## config.mk

```make
export PLATFORM = sky130hd
export DESIGN_NAME = cache_arbiter
export DESIGN_NICKNAME = d
export VERILOG_FILES = /design/src/rtl/lc3b_types.sv /design/src/rtl/cache_arbiter.sv
export SDC_FILE = /design/constraint.sdc
export NUM_CORES = 1
export LEC_CHECK = 0
export BUFFER_PORTS_ARGS = -buffer_cell sky130_fd_sc_hd__buf_4
export CORE_AREA = 3 3 267 269
export CTS_CLUSTER_SIZE = 8
export DETAILED_ROUTE_END_ITERATION = 8
export DIE_AREA = 0 0 270 272
export GPL_TIMING_DRIVEN = 0
export PLACE_DENSITY_LB_ADDON = 0.05
export SLEW_MARGIN = 20
export SYNTH_ARGS = -nofsm -noshare
export SYNTH_HDL_FRONTEND = slang
export SYNTH_SLANG_ARGS = --single-unit
export TNS_END_PERCENT = 50
```

## constraint.sdc

```tcl
create_clock -name clk -period 3.7 [get_ports clk]
set_clock_uncertainty 0.2 [all_clocks]
set_input_delay 0.74 -clock clk [delete_from_list [all_inputs] [get_ports clk]]
set_output_delay 0.74 -clock clk [all_outputs]
set_load 0.02 [all_outputs]
```

## src/rtl/lc3b_types.sv

```systemverilog
// Shared type definitions for the LC-3b pipelined core.
package lc3b_types;

    typedef logic [127:0] lc3b_c_line;

    typedef enum logic [1:0] {
        ARB_IDLE    = 2'd0,
        ARB_SERVE_I = 2'd1,
        ARB_SERVE_D = 2'd2
    } arb_state_t;

    typedef enum logic {
        REQ_I = 1'b0,
        REQ_D = 1'b1
    } arb_req_t;

endpackage

```

## src/rtl/cache_arbiter.sv

```systemverilog
// Shares the physical-memory port between the icache and the dcache.
// One cache is granted at a time, and that cache's line request is steered to memory.
// Simultaneous demand alternates between the caches, using the last grant.
//
// state        | meaning
// -------------+---------------------------------------------------------
// ARB_IDLE     | no grant; samples fresh requests; memory port quiet
// ARB_SERVE_I  | icache owns memory; line read at i_address until pmem_resp
// ARB_SERVE_D  | dcache owns memory; writeback or fill at d_address until pmem_resp
module cache_arbiter
    import lc3b_types::*;
#(
    parameter int ADDR_W = 16,
    parameter int LINE_W = 128
) (
    input  logic              clk,
    input  logic              rst,

    input  logic              i_read,
    input  logic [ADDR_W-1:0] i_address,
    output logic [LINE_W-1:0] i_rdata,
    output logic              i_resp,

    input  logic              d_read,
    input  logic              d_write,
    input  logic [ADDR_W-1:0] d_address,
    input  logic [LINE_W-1:0] d_wdata,
    output logic [LINE_W-1:0] d_rdata,
    output logic              d_resp,

    output logic              pmem_read,
    output logic              pmem_write,
    output logic [ADDR_W-1:0] pmem_address,
    output logic [LINE_W-1:0] pmem_wdata,
    input  logic [LINE_W-1:0] pmem_rdata,
    input  logic              pmem_resp
);

    arb_state_t r_state;
    arb_state_t w_next_state;
    arb_req_t   r_last_grant;
    arb_req_t   w_next_grant;
    logic       w_d_req;

    assign w_d_req = d_read | d_write;

    // State and last-grant registers; reset leaves last_grant at I so D wins the first conflict
    always_ff @(posedge clk) begin
        if (rst) begin
            r_state      <= ARB_IDLE;
            r_last_grant <= REQ_I;
        end else begin
            r_state      <= w_next_state;
            r_last_grant <= w_next_grant;
        end
    end

    // Next-state: grant from IDLE, release on pmem_resp; pmem_resp in IDLE is ignored
    always_comb begin
        w_next_state = r_state;
        w_next_grant = r_last_grant;
        case (r_state)
            ARB_IDLE: begin
                if (i_read && w_d_req) begin
                    if (r_last_grant == REQ_I) begin
                        w_next_state = ARB_SERVE_D;
                        w_next_grant = REQ_D;
                    end else begin
                        w_next_state = ARB_SERVE_I;
                        w_next_grant = REQ_I;
                    end
                end else if (i_read) begin
                    w_next_state = ARB_SERVE_I;
                    w_next_grant = REQ_I;
                end else if (w_d_req) begin
                    w_next_state = ARB_SERVE_D;
                    w_next_grant = REQ_D;
                end
            end
            ARB_SERVE_I: begin
                if (pmem_resp) w_next_state = ARB_IDLE;
            end
            ARB_SERVE_D: begin
                if (pmem_resp) w_next_state = ARB_IDLE;
            end
            default: begin
                w_next_state = ARB_IDLE;
            end
        endcase
    end

    // Memory-port outputs decoded from the registered state; a dcache read+write counts as a write
    always_comb begin
        pmem_read    = 1'b0;
        pmem_write   = 1'b0;
        pmem_address = '0;
        pmem_wdata   = '0;
        case (r_state)
            ARB_SERVE_I: begin
                pmem_read    = 1'b1;
                pmem_address = i_address;
            end
            ARB_SERVE_D: begin
                pmem_address = d_address;
                if (d_write) begin
                    pmem_write = 1'b1;
                    pmem_wdata = d_wdata;
                end else begin
                    pmem_read  = 1'b1;
                end
            end
            default: begin
                pmem_read    = 1'b0;
            end
        endcase
    end

    // Response gating: only the granted cache sees pmem_resp; the line data is shared
    assign i_resp  = pmem_resp && (r_state == ARB_SERVE_I);
    assign d_resp  = pmem_resp && (r_state == ARB_SERVE_D);
    assign i_rdata = pmem_rdata;
    assign d_rdata = pmem_rdata;

endmodule

```

; ---- After elaboration in Yosys (flattened, before gate mapping)
; Cells that the tools add are included.
[word_totals]
register_bits = 3
output_inout_bits = 404
elab_cells = 32
inputBits = 294
[classes]
eq_ne = 4
n_reduce_logical = 8
n_mux = 17
n_bitwise = 1
[op_table]
columns = operator, count
row1 = $mux 128, 2
row2 = $pmux 16 s2, 1
row3 = $mux 2, 5
row4 = $mux 1, 7
row5 = $ne 4x4->1 const B, 1
row6 = $pmux 2 s2, 1
row7 = $reduce_and 2->1, 2
row8 = $logic_and 1x1->1, 3
row9 = $reduce_bool 3->1, 1
row10 = $eq 2x1->1 const B, 1
row11 = $eq 2x2->1 const B, 1
row12 = $logic_not 2->1, 1
row13 = $ne 2x1->1 const B, 1
row14 = $pmux 1 s2, 1
row15 = $reduce_or 2->1, 1
row16 = $or 1x1->1, 1

; ---- Longest topological paths before layout
; Gate-level depths: netlist of run 1.
[depth]
depth_word = 5
depth_mapped = 6
ltp_nobuf = 5

; ---- Least setup slack after synthesis of run 1
; OpenSTA, ideal clock, no wires.
[synth_timing]
path_kind = register -> output
from = register r_state[1]
to = output pmem_address[10]
path_stages_with_launch = 5
setup_slack_ps = 1419
t_required_ps = 2760
t_arrival_ps = 1341
n_path_buf = 1
cell_sequence = dfxtp_1 > inv_1 > ha_1 > clkbuf_1 > nor2b_1
[synth_between]
elab_chain_len = 2
word_cells_on_any_way = 3
cone_classes = 2 x eq/ne / 1 x mux
[synth_lines]
columns = element, line_no
row1 = "start, declared", cache_arbiter.sv:39  ; arb_state_t r_state;
row2 = "start signal, assigned", cache_arbiter.sv:53  ; r_state <= w_next_state;
row3 = $eq 2x2->1 / $eq 2x1->1 (equally long branches), cache_arbiter.sv:98  ; case (r_state)
row4 = $pmux 16 s2 *, cache_arbiter.sv:98
row5 = "end, declared", cache_arbiter.sv:33  ; output logic [ADDR_W-1:0] pmem_address,
; Mark *: on every way between the ends. The rest lies on a longest branch, timed or not.

; ---- Worst setup path in the final report of run 1
[layout_timing]
from = register r_state[0]
to = output pmem_wdata[55]
[layout_between]
elab_chain_len = 2
[layout_lines]
columns = element, line_no
row1 = $eq 2x2->1, cache_arbiter.sv:98
row2 = $mux 128, cache_arbiter.sv:98
row3 = "end, declared", cache_arbiter.sv:34  ; output logic [LINE_W-1:0] pmem_wdata,
; Every way passes these cells.

==> results of run 1 <==
cell families after synthesis:
family                     count (synthesis)
and+or+nand+nor                          155
DFF                                        3
AOI/OAI and AO/OA                         24
adders and majority gates                  4
buffers and inverters                    291
cells in the mapped netlist:
master,instances
o2111ai_1,1
inv_1,2
nor2_1,1
or2_2,1
nand2b_1,1
ha_1,4
clkbuf_2,3
and2_1,3
nand2_1,1
a21oi_1,3
a22oi_1,16
dfxtp_1,3
nor4b_2,1
a311oi_1,1
buf_4,259
o21a_1,1
nand4_1,1
nor2b_1,18
o21ai_0,2
buf_2,23
and3_1,128
clkbuf_1,4
area by class of cell:
cell class | instances | area [um^2] | share of cell area
Timing Repair Buffer | 569 | 4270 | 0.482
Buffer | 289 | 2090 | 0.236
Multi-Input combinational cell | 183 | 1190 | 0.135
Tap cell | 931 | 1160 | 0.131
Clock buffer | 4 | 78.8 | 0.00889
Sequential cell | 3 | 60.1 | 0.00677
Inverter | 2 | 7.51 | 0.000847
metrics by stage:
step	hold slack (ns)	power, mW	instance area (um^2)	worst slack, ns
after CTS	0.302	1.59	8870	0.557
after global routing	0.318	1.65	8870	0.492
final	0.302	1.54	8870	0.742
after global placement	0.304	1.43	8790	0.775
after floorplan	0.261	0.764	3350	1.42
after detailed placement	0.297	1.41	8790	0.795
sequential cells by signal, indices dropped and copies added (netlist names):
signal        count
r_last_grant      1
r_state           2
path summary, 6_finish.rpt:
| check | to | slack (ns) | cells past startpoint |
|---|---|---|---|
| worst max-delay path | pmem_wdata[55] | 0.74 | 7 |
| worst min-delay path | r_state[0]$_SDFFE_PP0P_ | 0.30 | 2 |
| worst max register to register | r_state[1]$_SDFFE_PP0P_ | 2.03 | 5 |
| worst min register to register | r_state[0]$_SDFFE_PP0P_ | 0.30 | 2 |
where the power goes:
group / switching [mW] / internal, mW / leakage [nW]
clock network: 0.0300 / 0.142 / 0.0382
registers: 0.00455 / 0.0374 / 0.0248
logic: 0.661 / 0.668 / 5.05
total: 0.696 / 0.848 / 5.11
metal layers:
metal / up-vias / share of wire / wire (um) / track usage
met5: - / 0 / 0 / 0
met4: 0 / 0.0044 / 131 / 0.00385
met3: 4 / 0.074 / 2240 / 0.0205
met2: 255 / 0.64 / 19200 / 0.171
met1: 2246 / 0.28 / 8500 / 0.0613
li1: 2467 / - / - / -
layout by cell type (no fill, tap or decap), drive strengths merged:
cell type,netlist,final
buf,282,851
and3,128,128
nor2b,18,18
a22oi,16,16
clkbuf,7,11
ha,4,4
and2,3,3
a21oi,3,3
dfxtp,3,3
inv,2,2
o21ai,2,2
o21a,1,1
or2,1,1
a311oi,1,1
nor4b,1,1
nor2,1,1
nand2b,1,1
o2111ai,1,1
nand2,1,1
nand4,1,1
worst max-delay path, delay by kind of cell, from the launching register on:
kind / cells / cell delay [ns]
DFF: 1 / 0.32
adders and majority gates: 1 / 0.15
and+or+nand+nor: 1 / 0.21
buffers and inverters: 5 / 1.10
==> impl_metrics.tcl, run 1 <==
set metrics [dict create \
    status "complete, no violations" \
    routed_wl_um 30100 \
    cts_resized 0 \
    synth-xor-area-share 0 \
    critPathKind "flop to primary output" \
    cts_root_buf "clkbuf_16" \
    worstMarginPinSlew_ns 0.462 \
    cap_violations 0 \
    grt_max_degree 11 \
    antenna_cells 0 \
    slowest_delay_ns 0.41 \
    startpoint_type "flop" \
    reg2reg_from "r_state[0]$_SDFFE_PP0P_" \
    die_area_um2 73400 \
    synth_area_um2 3350 \
    synth.area.top_cells "buf_4, and3_1, a22oi_1, buf_2, nor2b_1" \
    grt_pass1_wl_um 39800 \
    cts_tree "built" \
    worstHoldStart "r_state[0]$_SDFFE_PP0P_" \
    synth_top_family_by_area "buffers and inverters" \
    ys_ff_latch 3 \
    clkTransAtPathRegs_ns 0.03 \
    io_pins 698 \
    cts_made_buffers 3 \
    synth-adder-area-share 0.0149 \
    min_period_ns 2.96 \
    fin_util 0.129 \
    drive_gt1_frac 0.818 \
    p_per_area_nw_per_um2 174 \
    peakVddDrop_mv 0.0801 \
    finalMaxSlewViolations 0 \
    postCtsHoldBufs 0 \
    drtPass1Iterations 4 \
    clk_latency_ns 0.22 \
    clock-sinks 3 \
    clockBufferDepth 2 \
    synth_cell_types 22 \
    synth_compound_area_frac 0.0508 \
    slew-limit-headroom 0.692 \
    viasPerCell 2.51 \
    cp_common_cell "buf_4" \
    slowest_stage "clkbuf_2" \
    synth_cells 477 \
    final_cell_count_no_fill 1981 \
    drtAntennaViolNets 0 \
    place_congestion 0.697 \
    timing.fmax_mhz 338 \
    nets 1349 \
    postCtsSetupBuffers 0 \
    critPathCaptureType "primary output" \
    grt_antenna_before_repair 0 \
    rsz0062_at_grt "false" \
    htreeDepth 1 \
    design.core.area_um2 68800 \
    grtUsageTotal 0.0737 \
    syn_avg_cell_area_um2 7.02 \
    synth_mux_area_frac 0 \
    crit_chain "inv_1 -> ha_1 -> buf_4 -> clkbuf_2 -> buf_2 -> and3_1 -> buf_4" \
    path_max_fanout 10 \
    yosysWarnings 0 \
    nFillCells 8086 \
    grt_pass1_vias 5096 \
    die_x_um 270 \
    placement_rows 96 \
    grt.overflow.total 0 \
    routedWlPerCell_um 15.2 \
    startpoint "r_state[0]$_SDFFE_PP0P_" \
    hp-class "flop to flop" \
    portBuffers 569 \
    cp.required_ns 2.76 \
    netlist.area_leader.share 0.580 \
    die_h_um 272 \
    yosys.area.top_type "buf_4" \
    drt_iter0_markers 77 \
    cp.arrival_ns 2.02 \
    remaining_drc_errors 0 \
    area_growth_pct 165 \
    hold_violations 0 \
    hpwl_um 27600 \
    synth_nets 775 \
    dr_total_vias 4972 \
    post-route-period-util 0.800 \
    yosys.area_share.simple 0.291 \
    start_util 0.0487 \
    dp_cells 1977 \
    synth-seq-area-share 0.0179 \
    p_leak_nw 5.11 \
    setup_viol 0 \
    fin_tns_setup_ns 0 \
]
No activity file was read; power rests on OpenSTA's default activity.
==> inputs of run 2 (changes only) <==
- ABC_AREA: unset -> 1
- CORE_AREA: 3 3 267 269 -> 3 3 273 275
- DIE_AREA: 0 0 270 272 -> 0 0 276 278
- clock period: 3.7 -> 2.7 ns (I/O delays scaled with it)
==> run 2 against run 1 <==
Die area rose by 4.5%. Final cell count up 8.6%. Clock power is 35% higher. Core utilization down 0.33 points. Combinational power up 41%. Synthesized cell count grew 30%. Via count is 1.9% higher. Register-to-register slack got worse by 0.81 ns. Cell area increased by 2.7%. Sequential power up 37%. Total power rose by 40%. Critical endpoint is now pmem_address[15]. Highest routed layer unchanged.
==> impl_metrics.tcl, run 2 <==
set metrics [dict create \
    io_pins 698 \
    htreeDepth 1 \
    nets 1492 \
    fin_tns_setup_ns 0 \
    final_cell_count_no_fill 2152 \
    finalMaxSlewViolations 0 \
    crit_chain "inv_1 -> ha_1 -> clkinv_4 -> clkbuf_4 -> a21oi_1 -> buf_4" \
    routed_wl_um 31100 \
    grt_antenna_before_repair 0 \
    drtPass1Iterations 4 \
    path_max_fanout 10 \
    syn_avg_cell_area_um2 5.67 \
    ys_ff_latch 3 \
    die_h_um 278 \
    grt_pass1_vias 5224 \
    antenna_cells 0 \
    hold_violations 0 \
    slowest_stage "dfxtp_1" \
    critPathCaptureType "primary output" \
    cts_tree "built" \
    placement_rows 99 \
    yosys.area.top_type "buf_4" \
    mostFrequentLayoutCells "buf_4, inv_1, nor2_1" \
    cp.arrival_ns 1.80 \
    post-place-ws_ns -0.157 \
    largest_reg_flops 2 \
    synth.area.top_cells "buf_4, inv_1, nor2_1, nand2_1, buf_6" \
    slew-limit-headroom 0.815 \
    design.core.area_um2 72600 \
    clk_latency_ns 0.22 \
    drt_iter0_markers 83 \
    netlist.area_leader.share 0.551 \
    hpwl_um 29100 \
    grt_pass1_wl_um 41300 \
    routedWlPerCell_um 14.4 \
    worstMarginPinSlew_ns 0.278 \
    viasPerCell 2.35 \
    top_regs "r_state x2, r_last_grant x1" \
    start_util 0.0484 \
    min_period_ns 2.54 \
    drtAntennaViolNets 0 \
    cap_violations 0 \
    die_x_um 276 \
    synth_common_cells "buf_4, inv_1, nor2_1" \
    portBuffers 569 \
    dp_cells 2148 \
    dr_total_vias 5065 \
    cp.required_ns 1.96 \
    postCtsSetupBuffers 0 \
    synth_area_um2 3520 \
    grtUsageTotal 0.0741 \
    cts_made_buffers 3 \
    postCtsHoldBufs 0 \
    post-route-period-util 0.941 \
    final_area_um2 9110 \
    cts_root_buf "clkbuf_16" \
    synth_nets 918 \
    slowest_delay_ns 0.38 \
    timing.fmax_mhz 394 \
    area_growth_pct 159 \
    largest-register "r_state" \
    critPathKind "flop to primary output" \
    p_leak_nw 5.36 \
    peakVddDrop_mv 0.197 \
    synthMostInstantiatedCell "buf_4" \
    grt_max_degree 11 \
    setup_viol 0 \
    clkTransAtPathRegs_ns 0.03 \
    startpoint_type "flop" \
    reg2reg_from "r_state[1]$_SDFFE_PP0P_" \
    async_flop_share 0 \
    die_area_um2 76700 \
    status "complete, no violations" \
    place_congestion 0.722 \
    clockBufferDepth 2 \
    hp-class "flop to flop" \
    synth_cells 620 \
    drive_gt1_frac 0.716 \
    yosysWarnings 0 \
    nFillCells 8599 \
    layout_commonest_cell "buf_4" \
    synth_edf_count 0 \
    startpoint "r_state[1]$_SDFFE_PP0P_" \
    clock-sinks 3 \
    remaining_drc_errors 0 \
    placed_area_um2 8990 \
    rsz0062_at_grt "false" \
    synth-seq-area-share 0.0171 \
    power.total_mw 2.16 \
    synth_cell_types 15 \
    fin_ws_ns 0.160 \
    synth_flop_cell "dfxtp_1" \
    worstHoldStart "r_state[0]$_SDFFE_PP0P_" \
    p_per_area_nw_per_um2 237 \
    grt.overflow.total 0 \
]
-- run 2: cell types whose count changed after synthesis, moves of 4 or more --
cell	delta
a21oi_1	+16
a22oi_1	-16
and3_1	-128
clkbuf_1	-4
nand2_1	+39
inv_1	+136
buf_6	+13
buf_2	-19
nor2_1	+133
nor2b_1	-18
-- run 2: area by class of cell --
type	count	area [um^2]	share of cell area
Multi-Input combinational cell	203	848	0.0931
Sequential cell	3	60.1	0.00659
Inverter	139	527	0.0578
Timing Repair Buffer	569	4270	0.469
Clock buffer	4	78.8	0.00865
Buffer	275	2120	0.233
Tap cell	959	1200	0.132
-- run 2: path summary, 6_finish.rpt --
check	depth (start not counted)	to	slack [ns]
worst max register to register	6	r_state[0]$_SDFFE_PP0P_	1.22
worst min-delay path	2	r_state[0]$_SDFFE_PP0P_	0.29
worst min register to register	2	r_state[0]$_SDFFE_PP0P_	0.29
worst max-delay path	6	pmem_address[15]	0.16
-- run 2: kinds of logic (layout without fill, tap and decap cells) --
group | Yosys count | after routing | synth area share
buffers and inverters | 414 | 987 | 0.747
AO/OA/AOI/OAI | 20 | 20 | 0.0285
adder cells (fa/ha/maj) | 4 | 4 | 0.0142
flip-flops | 3 | 3 | 0.0171
AND/OR/NAND/NOR | 179 | 179 | 0.194
-- run 2: report_power, final --
part | total (mW) | leakage (nW) | internal, mW | switching (mW)
combinational | 1.87 | 5.29 | 0.907 | 0.963
sequential | 0.0577 | 0.0248 | 0.0517 | 0.00603
clock | 0.233 | 0.0382 | 0.195 | 0.0387
total | 2.16 | 5.36 | 1.15 | 1.01
-- run 2: layer usage --
layer,vias up,part of all wire,track usage
li1,2620,-,-
met1,2170,0.32,0.0699
met2,265,0.61,0.161
met3,10,0.068,0.0196
met4,0,0.0068,0.00596
met5,-,0,0
-- run 2: worst max-delay path, delay by kind of cell, from the launching register on --
kind	cells	cell delay [ns]
AOI/OAI and AO/OA	1	0.15
DFF	1	0.38
adders and majority gates	1	0.35
buffers and inverters	4	0.69
-- run 2: per-stage QoR --
stage          hold slack, ns   util
2_1_floorplan           0.255      -
3_3_place_gp            0.286  0.124
3_5_place_dp            0.291  0.124
4_1_cts                 0.300  0.125
5_1_grt                 0.309  0.125
6_report                0.293  0.125
-- run 2: what timing repair did --
item                                    in CTS  in global routing
cloned                                       0                  0
gates resized for setup                     10                  4
endpoints found under the setup margin      22                  4
hold endpoints to repair                     0                  0
